### config.mk
export PLATFORM = sky130hd
export DESIGN_NAME = ice40_reset_seq
export DESIGN_NICKNAME = d
export VERILOG_FILES = /design/src/rtl/ice40_reset_seq.sv
export SDC_FILE = /design/constraint.sdc
export NUM_CORES = 1
export LEC_CHECK = 0
export CORE_MARGIN = 2
export CORE_UTILIZATION = 59
export DETAILED_ROUTE_END_ITERATION = 10
export PLACE_DENSITY = 0.9
export SETUP_SLACK_MARGIN = 0.4
export SYNTH_ARGS = -nofsm -noshare
export SYNTH_HDL_FRONTEND = slang
export SYNTH_SLANG_ARGS = --single-unit
### constraint.sdc
create_clock -name clk -period 2 [get_ports clk]
set_input_delay 0.2 -clock clk [delete_from_list [all_inputs] [get_ports clk]]
set_output_delay 0.2 -clock clk [all_outputs]
set_load 0.01 [all_outputs]
### src/rtl/ice40_reset_seq.sv
// ice40_reset_seq
//   Reset sequencer for the SoM top level. It sits between the PLL and every
//   clock-domain-local reset tree. Four reset sources are merged: soft reset,
//   the debounced external pin, loss of PLL lock and an optional watchdog.
//   All domains are held in reset until the sources have been quiet for
//   HOLD_CYCLES. The NUM_CH active-low resets are then released one at a
//   time, STAGE_CYCLES apart, with bit 0 released first.
//
//   Optional feature macro: RSTSEQ_WDOG_EN adds the watchdog. This adds the
//   WDOG_CYCLES parameter and the wdog_kick and wdog_fired ports.
//
// Ports
//   clk         in   1       single system clock
//   reset       in   1       synchronous, active-high soft reset request
//   ext_rst_n   in   1       asynchronous external reset pin, active low
//   pll_lock    in   1       PLL lock indicator, level
//   wdog_kick   in   1       watchdog restart pulse       (RSTSEQ_WDOG_EN)
//   wdog_fired  out  1       1-cycle pulse on timeout     (RSTSEQ_WDOG_EN)
//   resetn      out  NUM_CH  sequenced resets, active low, bit 0 first
//   done        out  1       all channels released (state RUN)
//   cause       out  4       cause of last HOLD entry {wdog, lock, ext, soft}
module ice40_reset_seq #(
   parameter int unsigned NUM_CH       = 3,
   parameter int unsigned HOLD_CYCLES  = 255,
   parameter int unsigned STAGE_CYCLES = 16,
   parameter int unsigned FILT_CYCLES  = 4
`ifdef RSTSEQ_WDOG_EN
   ,
   parameter int unsigned WDOG_CYCLES  = 1024
`endif
) (
   input  logic              clk,
   input  logic              reset,
   input  logic              ext_rst_n,
   input  logic              pll_lock,
`ifdef RSTSEQ_WDOG_EN
   input  logic              wdog_kick,
   output logic              wdog_fired,
`endif
   output logic [NUM_CH-1:0] resetn,
   output logic              done,
   output logic [3:0]        cause
);

   localparam int unsigned HW = (HOLD_CYCLES  > 1) ? $clog2(HOLD_CYCLES)  : 1;
   localparam int unsigned SW = (STAGE_CYCLES > 1) ? $clog2(STAGE_CYCLES) : 1;
   localparam int unsigned IW = (NUM_CH       > 1) ? $clog2(NUM_CH)       : 1;
   localparam int unsigned FW = $clog2(FILT_CYCLES + 1);

   localparam logic [HW-1:0] HOLD_LAST  = HW'(HOLD_CYCLES - 1);
   localparam logic [SW-1:0] STAGE_LAST = SW'(STAGE_CYCLES - 1);
   localparam logic [IW-1:0] CH_LAST    = IW'(NUM_CH - 1);
   localparam logic [FW-1:0] FILT_MAX   = FW'(FILT_CYCLES);

   // HOLD encodes as zero so that the iCE40 power-up state matches reset.
   typedef enum logic [1:0] {
      HOLD = 2'd0,
      SEQ  = 2'd1,
      RUN  = 2'd2
   } state_t;

   state_t            state, state_d;
   logic [HW-1:0]     hold_cnt, hold_d;
   logic [SW-1:0]     stage_cnt, stage_d;
   logic [IW-1:0]     idx, idx_d;
   logic [NUM_CH-1:0] resetn_d;
   logic              done_d;
   logic [3:0]        cause_d;

   logic              ext_s1, ext_s2;
   logic [FW-1:0]     ext_run;
   logic              ext_req;
   logic              wdog_to;
   logic [3:0]        smp;
   logic              src;

   // External pin: two-flop synchroniser, then a saturating count of
   // consecutive low samples. Any high sample discards the run.
   always_ff @(posedge clk) begin
      ext_s1 <= ext_rst_n;
      ext_s2 <= ext_s1;
      if (ext_s2)
         ext_run <= '0;
      else if (ext_run != FILT_MAX)
         ext_run <= ext_run + FW'(1);
   end

   assign ext_req = (ext_run >= FILT_MAX);

`ifdef RSTSEQ_WDOG_EN
   localparam int unsigned WW = (WDOG_CYCLES > 1) ? $clog2(WDOG_CYCLES) : 1;
   localparam logic [WW-1:0] WDOG_LAST = WW'(WDOG_CYCLES - 1);

   logic [WW-1:0] wdog_cnt;

   // A kick on the terminal cycle suppresses the timeout.
   assign wdog_to = (state == RUN) && (wdog_cnt == WDOG_LAST) && !wdog_kick;

   always_ff @(posedge clk) begin
      if (reset || (state != RUN) || wdog_kick || wdog_to)
         wdog_cnt <= '0;
      else
         wdog_cnt <= wdog_cnt + WW'(1);
      wdog_fired <= wdog_to;
   end
`else
   assign wdog_to = 1'b0;
`endif

   assign smp = {wdog_to, ~pll_lock, ext_req, reset};
   assign src = |smp;

   always_comb begin
      state_d  = state;
      hold_d   = hold_cnt;
      stage_d  = stage_cnt;
      idx_d    = idx;
      resetn_d = resetn;
      done_d   = done;
      cause_d  = cause;

      if (src) begin
         // Any active source has priority over a terminal count.
         state_d  = HOLD;
         hold_d   = '0;
         stage_d  = '0;
         idx_d    = '0;
         resetn_d = '0;
         done_d   = 1'b0;
         // A fresh HOLD entry records only the sources active now.
         // While already holding, new sources are added to the cause.
         if (state == HOLD)
            cause_d = cause | smp;
         else
            cause_d = smp;
      end else begin
         case (state)
            HOLD: begin
               if (hold_cnt == HOLD_LAST) begin
                  state_d = SEQ;
                  hold_d  = '0;
                  stage_d = '0;
                  idx_d   = '0;
               end else begin
                  hold_d  = hold_cnt + HW'(1);
               end
            end
            SEQ: begin
               if (stage_cnt == STAGE_LAST) begin
                  stage_d = '0;
                  for (int unsigned i = 0; i < NUM_CH; i++) begin
                     if (idx == IW'(i))
                        resetn_d[i] = 1'b1;
                  end
                  if (idx == CH_LAST) begin
                     state_d = RUN;
                     done_d  = 1'b1;
                  end else begin
                     idx_d   = idx + IW'(1);
                  end
               end else begin
                  stage_d = stage_cnt + SW'(1);
               end
            end
            RUN: ;
            default: state_d = HOLD;
         endcase
      end
   end

   always_ff @(posedge clk) begin
      if (reset) begin
         state     <= HOLD;
         hold_cnt  <= '0;
         stage_cnt <= '0;
         idx       <= '0;
         resetn    <= '0;
         done      <= 1'b0;
      end else begin
         state     <= state_d;
         hold_cnt  <= hold_d;
         stage_cnt <= stage_d;
         idx       <= idx_d;
         resetn    <= resetn_d;
         done      <= done_d;
      end
      cause <= cause_d;
   end

endmodule

* Word-level counts from Yosys, hierarchy flattened
Cells that the tools add are included.
** Cells by class
- Equal/unequal tests :: 11
- Bitwise operators :: 3
- Add/sub/neg operators :: 4
- Reductions and logical operators :: 10
- Magnitude comparators :: 1
- Multiplexer cells :: 13
** Operators with widths (count)
- two-way mux 2 bit :: 6
- AND reduction 3 bit :: 3
- adder 8 x 1 -> 8 bit (second input constant) :: 1
- equality test 8 bit (second input constant) :: 1
- two-way mux 4 bit :: 2
- two-way mux 8 bit :: 1
- case mux 4 bit (2 select lines) :: 1
- AND reduction 4 bit :: 2
- != test 2 bit (second input constant) :: 3
- case mux 2 bit (3 select lines) :: 1
- adder 4 x 1 -> 4 bit (second input constant) :: 1
- equality test 2 x 1 -> 1 bit (second input constant) :: 2
- equality test 2 bit (second input constant) :: 2
- equality test 4 bit (second input constant) :: 1
- zero test 2 bit :: 2
- bitwise OR 4 x 3 -> 4 bit :: 1
- case mux 2 bit (2 select lines) :: 1
- adder 3 x 1 -> 3 bit (second input constant) :: 1
- >= comparator 3 bit (second input constant) :: 1
- two-way mux 3 bit :: 1
- != test 3 bit (second input constant) :: 1
- OR reduction 3 bit :: 1
- adder 2 x 1 -> 2 bit (second input constant) :: 1
- != test 2 x 1 -> 1 bit (second input constant) :: 1
- 3 further kinds :: 4
** Word-level totals
- Bits of input ports :: 4
- Register bits :: 28
- Output and inout port bits :: 8
- Word-level logic and storage cells :: 54

* Depth between registers and ports, before layout
Gate-level depths: netlist of run 1.
- Depth in word-level cells :: 4
- Mapped depth :: 5
- Depth with buffers taken out :: 5

* Worst setup path before layout of run 1
No wires, ideal clock.
- Path type :: reg-to-reg
- Start point :: register hold_cnt[1]
- End point :: register hold_cnt[4]
- Required time :: 1.929 ns
- Cell stages (with the launch flop) :: 5
- Library setup time :: 0.071 ns
- Slack :: 0.648 ns
- Arrival time :: 1.281 ns
- Path through :: dfxtp_1 -> ha_1 -> or3b_4 -> or3_1 -> a21oi_1
** Between the ends
- Longest elaborated chain between the ends :: 2
** RTL lines
- from (decl) :: line 63 : logic [HW-1:0] hold_cnt, hold_d;
- from (signal assigned) :: line 181 : hold_cnt <= hold_d;
- adder 8 x 1 -> 8 bit / equality test 8 bit (equally long branches) :: line 145, 139
- two-way mux 8 bit * :: line 139 : if (hold_cnt == HOLD_LAST) begin
Mark *: on every way between the ends. The rest lies on a longest branch, timed or not.
A chain may end at the register's enable or synchronous reset.

* Worst setup path after layout of run 1
- Start point :: register state[0]
- End point :: register hold_cnt[7]
** Between the ends
- Longest elaborated chain between the ends :: 1
** RTL lines
- from (decl) :: line 62 : state_t state, state_d;
- from (signal assigned) :: line 180 : state <= state_d;
- zero test 2 bit :: line 137 : case (state)
Every way passes these cells.

==> results of run 1 <==
[synth_stat cells (all sizes together)]
master	number
conb	1
o41ai	1
nand4	1
nand4bb	1
dfxtp	24
nand3	6
or3	5
a21oi	14
nand2	12
o2111ai	1
a31oi	2
edfxtp	3
o21ai	12
or4	1
nor2	8
buf	4
nor2b	2
o31ai	1
xnor2	2
and3	3
or3b	1
mux2i	1
a21o	2
inv	8
nor3	2
nand2b	2
o22ai	2
nand4b	3
clkbuf	1
nor3b	2
ha	8
o211ai	3
[state kept, by name, indices dropped and copies added, names as in the netlist]
| name | cells |
|---|---|
| cause | 3 |
| state | 2 |
| ext_s1 | 1 |
| resetn | 2 |
| done | 1 |
| ext_s2 | 1 |
| stage_cnt | 4 |
| ext_run | 3 |
| hold_cnt | 8 |
| idx | 2 |
[placed cells by master, fill, tap and decap left out, types with 3 or more instances in the layout]
cell              n
or3_1             3
nand4b_1          3
nand2_1          12
a21oi_1          13
inv_1             7
nand3_1           5
nor2_1            8
dfxtp_1          23
ha_1              8
clkdlybuf4s50_1  10
o21ai_0          12
clkbuf_4          3
and3_1            3
o211ai_1          3
edfxtp_1          3
[worst register-to-register path: cells and delay by family (launching register included)]
family / cells / cell delay [ns]
compound gates: 1 / 0.14
flops: 1 / 0.48
simple gates: 2 / 0.89
[layer usage]
metal | part of all wire, % | vias up
met2 | 52 | 30
li1 | - | 519
met1 | 42 | 520
met3 | 3.3 | 8
met4 | 2.5 | 0
met5 | 0 | -
[area by class of cell]
type / instances / area [sq um]
Clock buffer: 4 / 26.3
Tap cell: 28 / 35.0
Timing Repair Buffer: 11 / 108
Multi-Input combinational cell: 99 / 684
Sequential cell: 27 / 572
Fill cell: 167 / 693
Inverter: 8 / 30.0
[stage by stage]
step                util, %  power (mW)  hold slack, ns  cell area, sq um  setup slack, ns
floorplan                 -       0.639           0.228              1310            0.648
global placement       65.8       0.658           0.316              1410            0.445
detailed placement     65.8       0.667           0.319              1410            0.362
CTS                    67.2       0.896           0.311              1440            0.425
global route           67.7       0.934           0.292              1460            0.371
finish                 67.7       0.893           0.309              1460            0.446
[logic make-up after synthesis]
family                     after synthesis
adders and majority gates                8
xor gates and xnor gates                 2
other                                    1
and+or+nand+nor                         49
DFF                                     27
AOI/OAI and AO/OA                       38
muxes                                    1
buffers and inverters                   13
[timing repair]
item                                    in CTS  in global routing
hold buffers                                 0                  0
resized for setup                            1                  2
setup buffers                                0                  1
endpoints found under the setup margin       1                  8
pin swaps                                    0                  1
cloned                                       0                  0
[worst min path at each step]
| stage | from | end | slack (ns) | depth (start not counted) |
|---|---|---|---|---|
| after global routing | ext_rst_n | ext_s1 | 0.29 | 1 |
| after floorplan | ext_rst_n | ext_s1 | 0.23 | 0 |
| after global placement | ext_s1 | ext_s2 | 0.32 | 0 |
| final | ext_rst_n | ext_s1 | 0.31 | 1 |
| after CTS | ext_rst_n | ext_s1 | 0.31 | 1 |
| after detailed placement | ext_s1 | ext_s2 | 0.32 | 0 |
[power by group through the flow]
stage	Clock [mW]	Combinational (mW)	Sequential, mW
6_report	0.235	0.0767	0.582
5_1_grt	0.264	0.0856	0.584
4_1_cts	0.240	0.0743	0.581
3_5_place_dp	0	0.0739	0.593
3_3_place_gp	0	0.0676	0.590
2_1_floorplan	0	0.0480	0.591
==> flow_summary.yaml, run 1 <==
status:
  status: "finished clean"
setup_path:
  rrSetupSlack_ns: 0.45
  start_kind: "register"
  rr_worst_depth: 3
  r2r_start: "state[0]"
  endpoint: "hold_cnt[7]"
  required_ns: 2.28
  critPathMaxStageDelay_ns: 0.52
  startpoint: "state[0]"
  path_cells: "nand4bb_2 > or4_4 > a21oi_2"
  crit_family: "simple AND/OR/NAND/NOR gates"
  r2r_end: "hold_cnt[7]"
  critical_path.endpoint_type: "register"
  worst-path-stages: 3
  crit_buf_inv: 0
  critical_path_arrival_ns: 1.83
  path_max_fanout: 13
  cp_slowest_cell: "or4_4"
  critical_path_class: "reg2reg"
pwr:
  ir_worst_vdd_mv: 0.480
  powerDensity_nw_per_um2: 614
  power.switching_mw: 0.213
  combPwrFrac_pct: 8.6
  sequentialPowerShare_pct: 65.1
  p_clk_share_pct: 26.3
  p_int_mw: 0.681
  switching_share_pct: 23.8
  p_leak_nw: 0.500
synthesis:
  syn_inst: 139
  ys_warn_count: 0
  synthesis.nets: 151
  synthMuxAreaShare_pct: 0.765
  synth-seq-cells: 27
  avgSynthCellArea_sq_um: 9.42
  synth_xor_area_share_pct: 1.34
  synth_top_family_by_area: "simple AND/OR/NAND/NOR gates"
  syn_area_sq_um: 1310
  ys_types: 38
  synth_compound_area_share_pct: 18.4
  synth-adder-area-share_pct: 7.65
  synthSimpleGateAreaFrac_pct: 23.3
  yosysSeqAreaShare_pct: 43.6
  synth_area_leader_cell: "dfxtp_1"
  synth_top_cells_by_area: "dfxtp_1 37%, ha_1 7.6%, edfxtp_1 6.9%"
  synth_top_area_share_pct: 36.7
detailed_routing:
  first_pass_iters: 5
  wire_per_inst_um: 15.3
  first_iter_violations: 36
  drt_wl_total_um: 2710
  drc: 0
  via_per_inst: 6.08
  vias: 1077
  antenna_left: 0
cts:
  clk_latency_ns: 0.33
  clock_sinks: 27
  root_buffer: "clkbuf_4"
  tritoncts: "yes"
  clk_pin_slew_ns: 0.14
  cts_buffers: 3
  htreeDepth: 1
  clock_tree.buffer_depth: 2
floorplan:
  num_rows: 17
  start_util_pct: 60.9
  ioPinCount: 12
  die_x_um: 51.1
  die_area_sq_um: 2610
  die_h_um: 51.1
  fp.coreArea_sq_um: 2150
global_routing:
  grt_max_degree: 15
  grt.overflow.total: 0
  grt_pass1_wl_um: 4320
  grt_antenna_before_repair: 0
  use_met3_pct: 2.92
  grt_use_met2_pct: 39.8
  busiest_layer: "met2"
  first_global_vias: 1048
  grt_usage_pct: 22.2
  use_met1_pct: 23.9
placed_design:
  port_buffers: 10
  routabilityCongestion: 0.802
  dp_hpwl_um: 1920
  dp.cells: 172
sta:
  fin_tns_setup_ns: 0
  setup_violations: 0
  max-slew-margin-rel_pct: 66.6
  min_period_over_period_pct: 77.7
  max_freq_ghz: 0.643
  skew_ns: 0.00764
  hold_viol: 0
  drv_slew: 0
  tightest_slew_ns: 0.501
  min_period_ns: 1.55
  rsz0062_at_grt: "true"
cells_and_area:
  final_cells: 177
  nets: 162
  antenna_cells: 0
  synthToLayoutAreaGrowth_pct: 11.2
  drive_gt1_share_pct: 11.4
job:
  drv_cap: 0
worst_hold_path:
  holdCritPathClass: "in2reg"
Power figures use the tool's default switching activity.
==> run 2: changes to the inputs <==
CORE_UTILIZATION = 55   (was 59)
PLACE_DENSITY = 0.85   (was 0.9)
clock period = 1.6 ns   (was 2 ns; I/O delays follow)
==> run 2 against run 1 <==
Sequential power is 24% higher. Die area is 6.7% higher. Cell count is 6.8% higher. Register-to-register slack worse by 0.30 ns. Design area is 13% higher. Critical endpoint is now hold_cnt[6].
==> flow_summary.yaml, run 2 (synthesized netlist as in run 1, its figures left out) <==
floorplan:
  die_area_sq_um: 2790
  die_h_um: 52.8
  die_x_um: 52.8
  ioPinCount: 12
  start_util_pct: 58.6
  fp.coreArea_sq_um: 2230
  num_rows: 17
pwr:
  sequentialPowerShare_pct: 64.5
  p_clk_share_pct: 26.1
  p_leak_nw: 0.586
  switching_share_pct: 24.0
  combPwrFrac_pct: 9.4
  ir_worst_vdd_mv: 0.706
  power.switching_mw: 0.268
  p_int_mw: 0.850
  powerDensity_nw_per_um2: 680
sta:
  fin_tns_setup_ns: 0
  min_period_over_period_pct: 90.7
  hold_slack_ns: 0.267
  hold_viol: 0
  fin_ws_ns: 0.149
  setup_violations: 0
  drv_slew: 0
  max_freq_ghz: 0.689
  skew_ns: 0.00446
  rsz0062_at_grt: "true"
  min_period_ns: 1.45
status:
  status: "finished clean"
cts:
  htreeDepth: 1
  root_buffer: "clkbuf_4"
  clock_sinks: 27
  cts_hold_buf: 0
  tritoncts: "yes"
  clk_latency_ns: 0.32
  cts_buffers: 3
  clock_tree.buffer_depth: 2
  clk_pin_slew_ns: 0.14
global_routing:
  grt.overflow.total: 0
  grt_usage_pct: 21.7
  first_global_vias: 1011
  grt_max_degree: 15
  grt_pass1_wl_um: 4420
  grt_antenna_before_repair: 0
worst_hold_path:
  holdCritPathClass: "in2reg"
  worstHoldPathCells: 1
detailed_routing:
  drt_wl_total_um: 2980
  antenna_left: 0
  first_pass_iters: 5
  vias: 1134
  drc: 0
  wire_per_inst_um: 15.7
  first_iter_violations: 40
  via_per_inst: 6.00
setup_path:
  critical_path_arrival_ns: 1.72
  rr_worst_depth: 4
  path_max_fanout: 4
  start_kind: "register"
  critical_path_class: "reg2reg"
  critical_path.endpoint_type: "register"
  required_ns: 1.87
  rrSetupSlack_ns: 0.15
cells_and_area:
  reg.largest.list: "hold_cnt x8, stage_cnt x4"
  final_core_util_pct: 73.6
  largest_register: "hold_cnt"
  antenna_cells: 0
  final_common_cell: "dfxtp_1"
  layout_common_cells: "16 x dfxtp_1, 12 x nand2_1, 12 x buf_4"
  synthToLayoutAreaGrowth_pct: 25.6
  final_area_sq_um: 1640
  drive_gt1_share_pct: 30.4
  fillCellCount: 154
  largest_reg_flops: 8
  nets: 174
placed_design:
  dpl_cell_area_sq_um: 1470
  routabilityCongestion: 0.810
  dp_hpwl_um: 1990
  pre_cts_slack_ns: 0.166
  port_buffers: 10
job:
  drv_cap: 0
run 2: changes by cell type in the layout (fill, tap and decap cells not counted), moves of 3 or more:
cell and delta:
buf_4 +11, dfxtp_4 +5, dlygate4sd2_1 +4, ha_1 -3, dfxtp_1 -7, o21ai_1 +4
clkdlybuf4s50_1 -7, o21ai_0 -5
run 2: power by group through the flow:
stage	Sequential (mW)	Combinational (mW)	Clock [mW]
final	0.721	0.105	0.292
after global routing	0.723	0.115	0.316
after CTS	0.725	0.0984	0.293
after detailed placement	0.742	0.0945	0
after global placement	0.739	0.0894	0
after floorplan	0.739	0.0606	0
run 2: cell type report:
cell class / count / area, sq um / share of cell area [%]
multi-input cells: 99 / 766 / 46.6
inverters: 8 / 32.5 / 1.98
well taps: 28 / 35.0 / 2.13
repair buffers: 23 / 191 / 11.6
clock buffers: 4 / 26.3 / 1.60
flip-flops and latches: 27 / 593 / 36.1
run 2: metal layers:
| metal | global-route usage (%) | vias up | routed length, um |
|---|---|---|---|
| li1 | - | 540 | - |
| met1 | 24.0 | 549 | 1230 |
| met2 | 42.3 | 38 | 1580 |
| met3 | 3.14 | 7 | 114 |
| met4 | 5.56 | 0 | 49 |
| met5 | 0 | - | 0 |
run 2: final timing paths:
path                                   from          end
worst max-delay path            hold_cnt[0]  hold_cnt[6]
worst min-delay path              ext_rst_n       ext_s1
worst max register to register  hold_cnt[0]  hold_cnt[6]
worst min register to register       ext_s1       ext_s2
run 2: timing repair:
action,4_1_cts,5_1_grt
endpoints found under the hold margin,0,0
setup endpoints to repair,24,22
pin swaps,2,4
cloned,0,0
buffers inserted,4,5
gates resized for setup,20,21
run 2: worst max-delay path, stage by stage, from the launching register on:
cell     delay (ns)
dfxtp_4        0.40
ha_4           0.13
or3b_4         0.39
or3_4          0.34
a21oi_2        0.13
run 2: metrics by stage:
stage,instances,power (mW)
floorplan,139,0.800
global placement,176,0.828
detailed placement,176,0.836
CTS,184,1.12
global route,189,1.15
finish,189,1.12
==> run 3: changes to the inputs <==
RECOVER_POWER = 50   (was unset)
==> run 3 against run 2 <==
Sequential share of layout area grew 0.36 points. Routed wire length shrank 0.54%. Clock skew grew 0.0026 ns. Design area shrank 0.99%. Fmax shrank 0.32%. Worst hold slack gained 0.084 ns. Critical path type unchanged. Highest routed layer unchanged. Worst setup slack lost 0.0047 ns. Sequential power is essentially flat. Clock-buffer cell count is the same.
==> flow_summary.yaml, run 3 (synthesized netlist as in run 1, its figures left out) <==
pwr:
  power.switching_mw: 0.269
  combPwrFrac_pct: 9.1
  p_clk_share_pct: 26.4
  switching_share_pct: 24.1
  p_int_mw: 0.848
  power_mw: 1.12
  powerDensity_nw_per_um2: 686
  ir_worst_vdd_mv: 0.707
  sequentialPowerShare_pct: 64.5
  p_leak_nw: 0.577
floorplan:
  die_x_um: 52.8
  ioPinCount: 12
  die_h_um: 52.8
  start_util_pct: 58.6
  die_area_sq_um: 2790
  fp.coreArea_sq_um: 2230
  num_rows: 17
cts:
  clk_pin_slew_ns: 0.14
  clk_latency_ns: 0.33
  cts_hold_buf: 0
  tritoncts: "yes"
  htreeDepth: 1
  clock_sinks: 27
  root_buffer: "clkbuf_4"
  clock_tree.buffer_depth: 2
  cts_buffers: 3
worst_hold_path:
  min_from: "ext_s1"
  holdCritPathClass: "reg2reg"
sta:
  min_period_over_period_pct: 91.0
  setup_violations: 0
  skew_ns: 0.00709
  fin_ws_ns: 0.144
  drv_slew: 0
  min_period_ns: 1.46
  max_freq_ghz: 0.687
  hold_slack_ns: 0.350
  hold_viol: 0
  fin_tns_setup_ns: 0
  rsz0062_at_grt: "true"
cells_and_area:
  largest_reg_flops: 8
  final_cells: 189
  final_area_sq_um: 1630
  final_common_cell: "dfxtp_1"
  final_core_util_pct: 72.9
  largest_register: "hold_cnt"
  nets: 174
  fillCellCount: 161
  reg.largest.list: "hold_cnt x8, stage_cnt x4"
  synthToLayoutAreaGrowth_pct: 24.4
  drive_gt1_share_pct: 28.0
  layout_common_cells: "16 x dfxtp_1, 12 x nand2_1, 11 x a21oi_1, 11 x buf_4"
  antenna_cells: 0
placed_design:
  dp.cells: 176
  pre_cts_slack_ns: 0.166
  port_buffers: 10
  routabilityCongestion: 0.810
  dp_hpwl_um: 1990
  dpl_cell_area_sq_um: 1470
global_routing:
  grt_max_degree: 15
  grt_pass1_wl_um: 4420
  grt_usage_pct: 21.7
  first_global_vias: 1011
  grt_antenna_before_repair: 0
  grt.overflow.total: 0
detailed_routing:
  drt_wl_total_um: 2960
  drc: 0
  first_iter_violations: 38
  first_pass_iters: 5
  wire_per_inst_um: 15.7
  antenna_left: 0
  vias: 1103
  via_per_inst: 5.84
setup_path:
  cp_slowest_cell: "dfxtp_4"
  start_kind: "register"
  startpoint: "hold_cnt[0]"
  required_ns: 1.87
  critical_path.endpoint_type: "register"
  r2r_start: "hold_cnt[0]"
  path_max_fanout: 4
  critical_path_arrival_ns: 1.72
  critical_path_class: "reg2reg"
  path_cells: "ha_4 > or3b_4 > or3_4 > a21oi_2"
  critPathMaxStageDelay_ns: 0.40
job:
  drv_cap: 0
status:
  status: "finished clean"
==> run 3: cell types whose count changed in the layout (fill, tap and decap cells not counted), sizes merged <==
cell / before / now
clkdlybuf4s25: 0 / 1
clkdlybuf4s50: 3 / 2
clkdlybuf4s15: 2 / 1
buf: 13 / 12
clkbuf: 5 / 6
dlygate4sd3: 0 / 1
==> run 3: layout make-up <==
| cell class | count | area (sq um) | share of cell area, % |
|---|---|---|---|
| multi-input cells | 99 | 757 | 46.5 |
| flip-flops and latches | 27 | 593 | 36.4 |
| repair buffers | 23 | 186 | 11.5 |
| well taps | 28 | 35.0 | 2.15 |
| inverters | 8 | 30.0 | 1.84 |
| clock buffers | 4 | 26.3 | 1.61 |
==> run 3: final timing paths <==
path              slack [ns]           to  depth (start not counted)
setup / recovery        0.14  hold_cnt[6]                          4
hold / removal          0.35       ext_s2                          0
setup reg to reg        0.14  hold_cnt[6]                          4
hold reg to reg         0.35       ext_s2                          0
==> run 3: critical path, delay by kind of cell, from the launching register on <==
| family | cells | cell delay [ns] |
|---|---|---|
| AOI/OAI and AO/OA | 1 | 0.13 |
| and+or+nand+nor | 2 | 0.74 |
| DFF | 1 | 0.40 |
| adders and majority gates | 1 | 0.13 |
==> run 3: layer usage <==
| layer | GRT usage (%) | vias to the layer above | share of wire [%] |
|---|---|---|---|
| met5 | 0 | - | 0 |
| met4 | 5.56 | 0 | 1.4 |
| met3 | 3.14 | 6 | 3.3 |
| met2 | 42.3 | 25 | 54 |
| met1 | 24.0 | 532 | 42 |
| li1 | - | 540 | - |
==> run 3: what timing repair did <==
| action | 4_1_cts | 5_1_grt |
|---|---|---|
| cloned | 0 | 0 |
| setup buffers | 4 | 5 |
| pin swaps | 2 | 4 |
| setup endpoints to repair | 24 | 22 |
| resized for setup | 20 | 21 |
==> run 3: power by group through the flow <==
stage	sequential, mW	combinational (mW)	clock [mW]
final	0.720	0.101	0.295
after global routing	0.723	0.111	0.316
after CTS	0.725	0.0984	0.293
after detailed placement	0.742	0.0945	0
after global placement	0.739	0.0894	0
after floorplan	0.739	0.0606	0
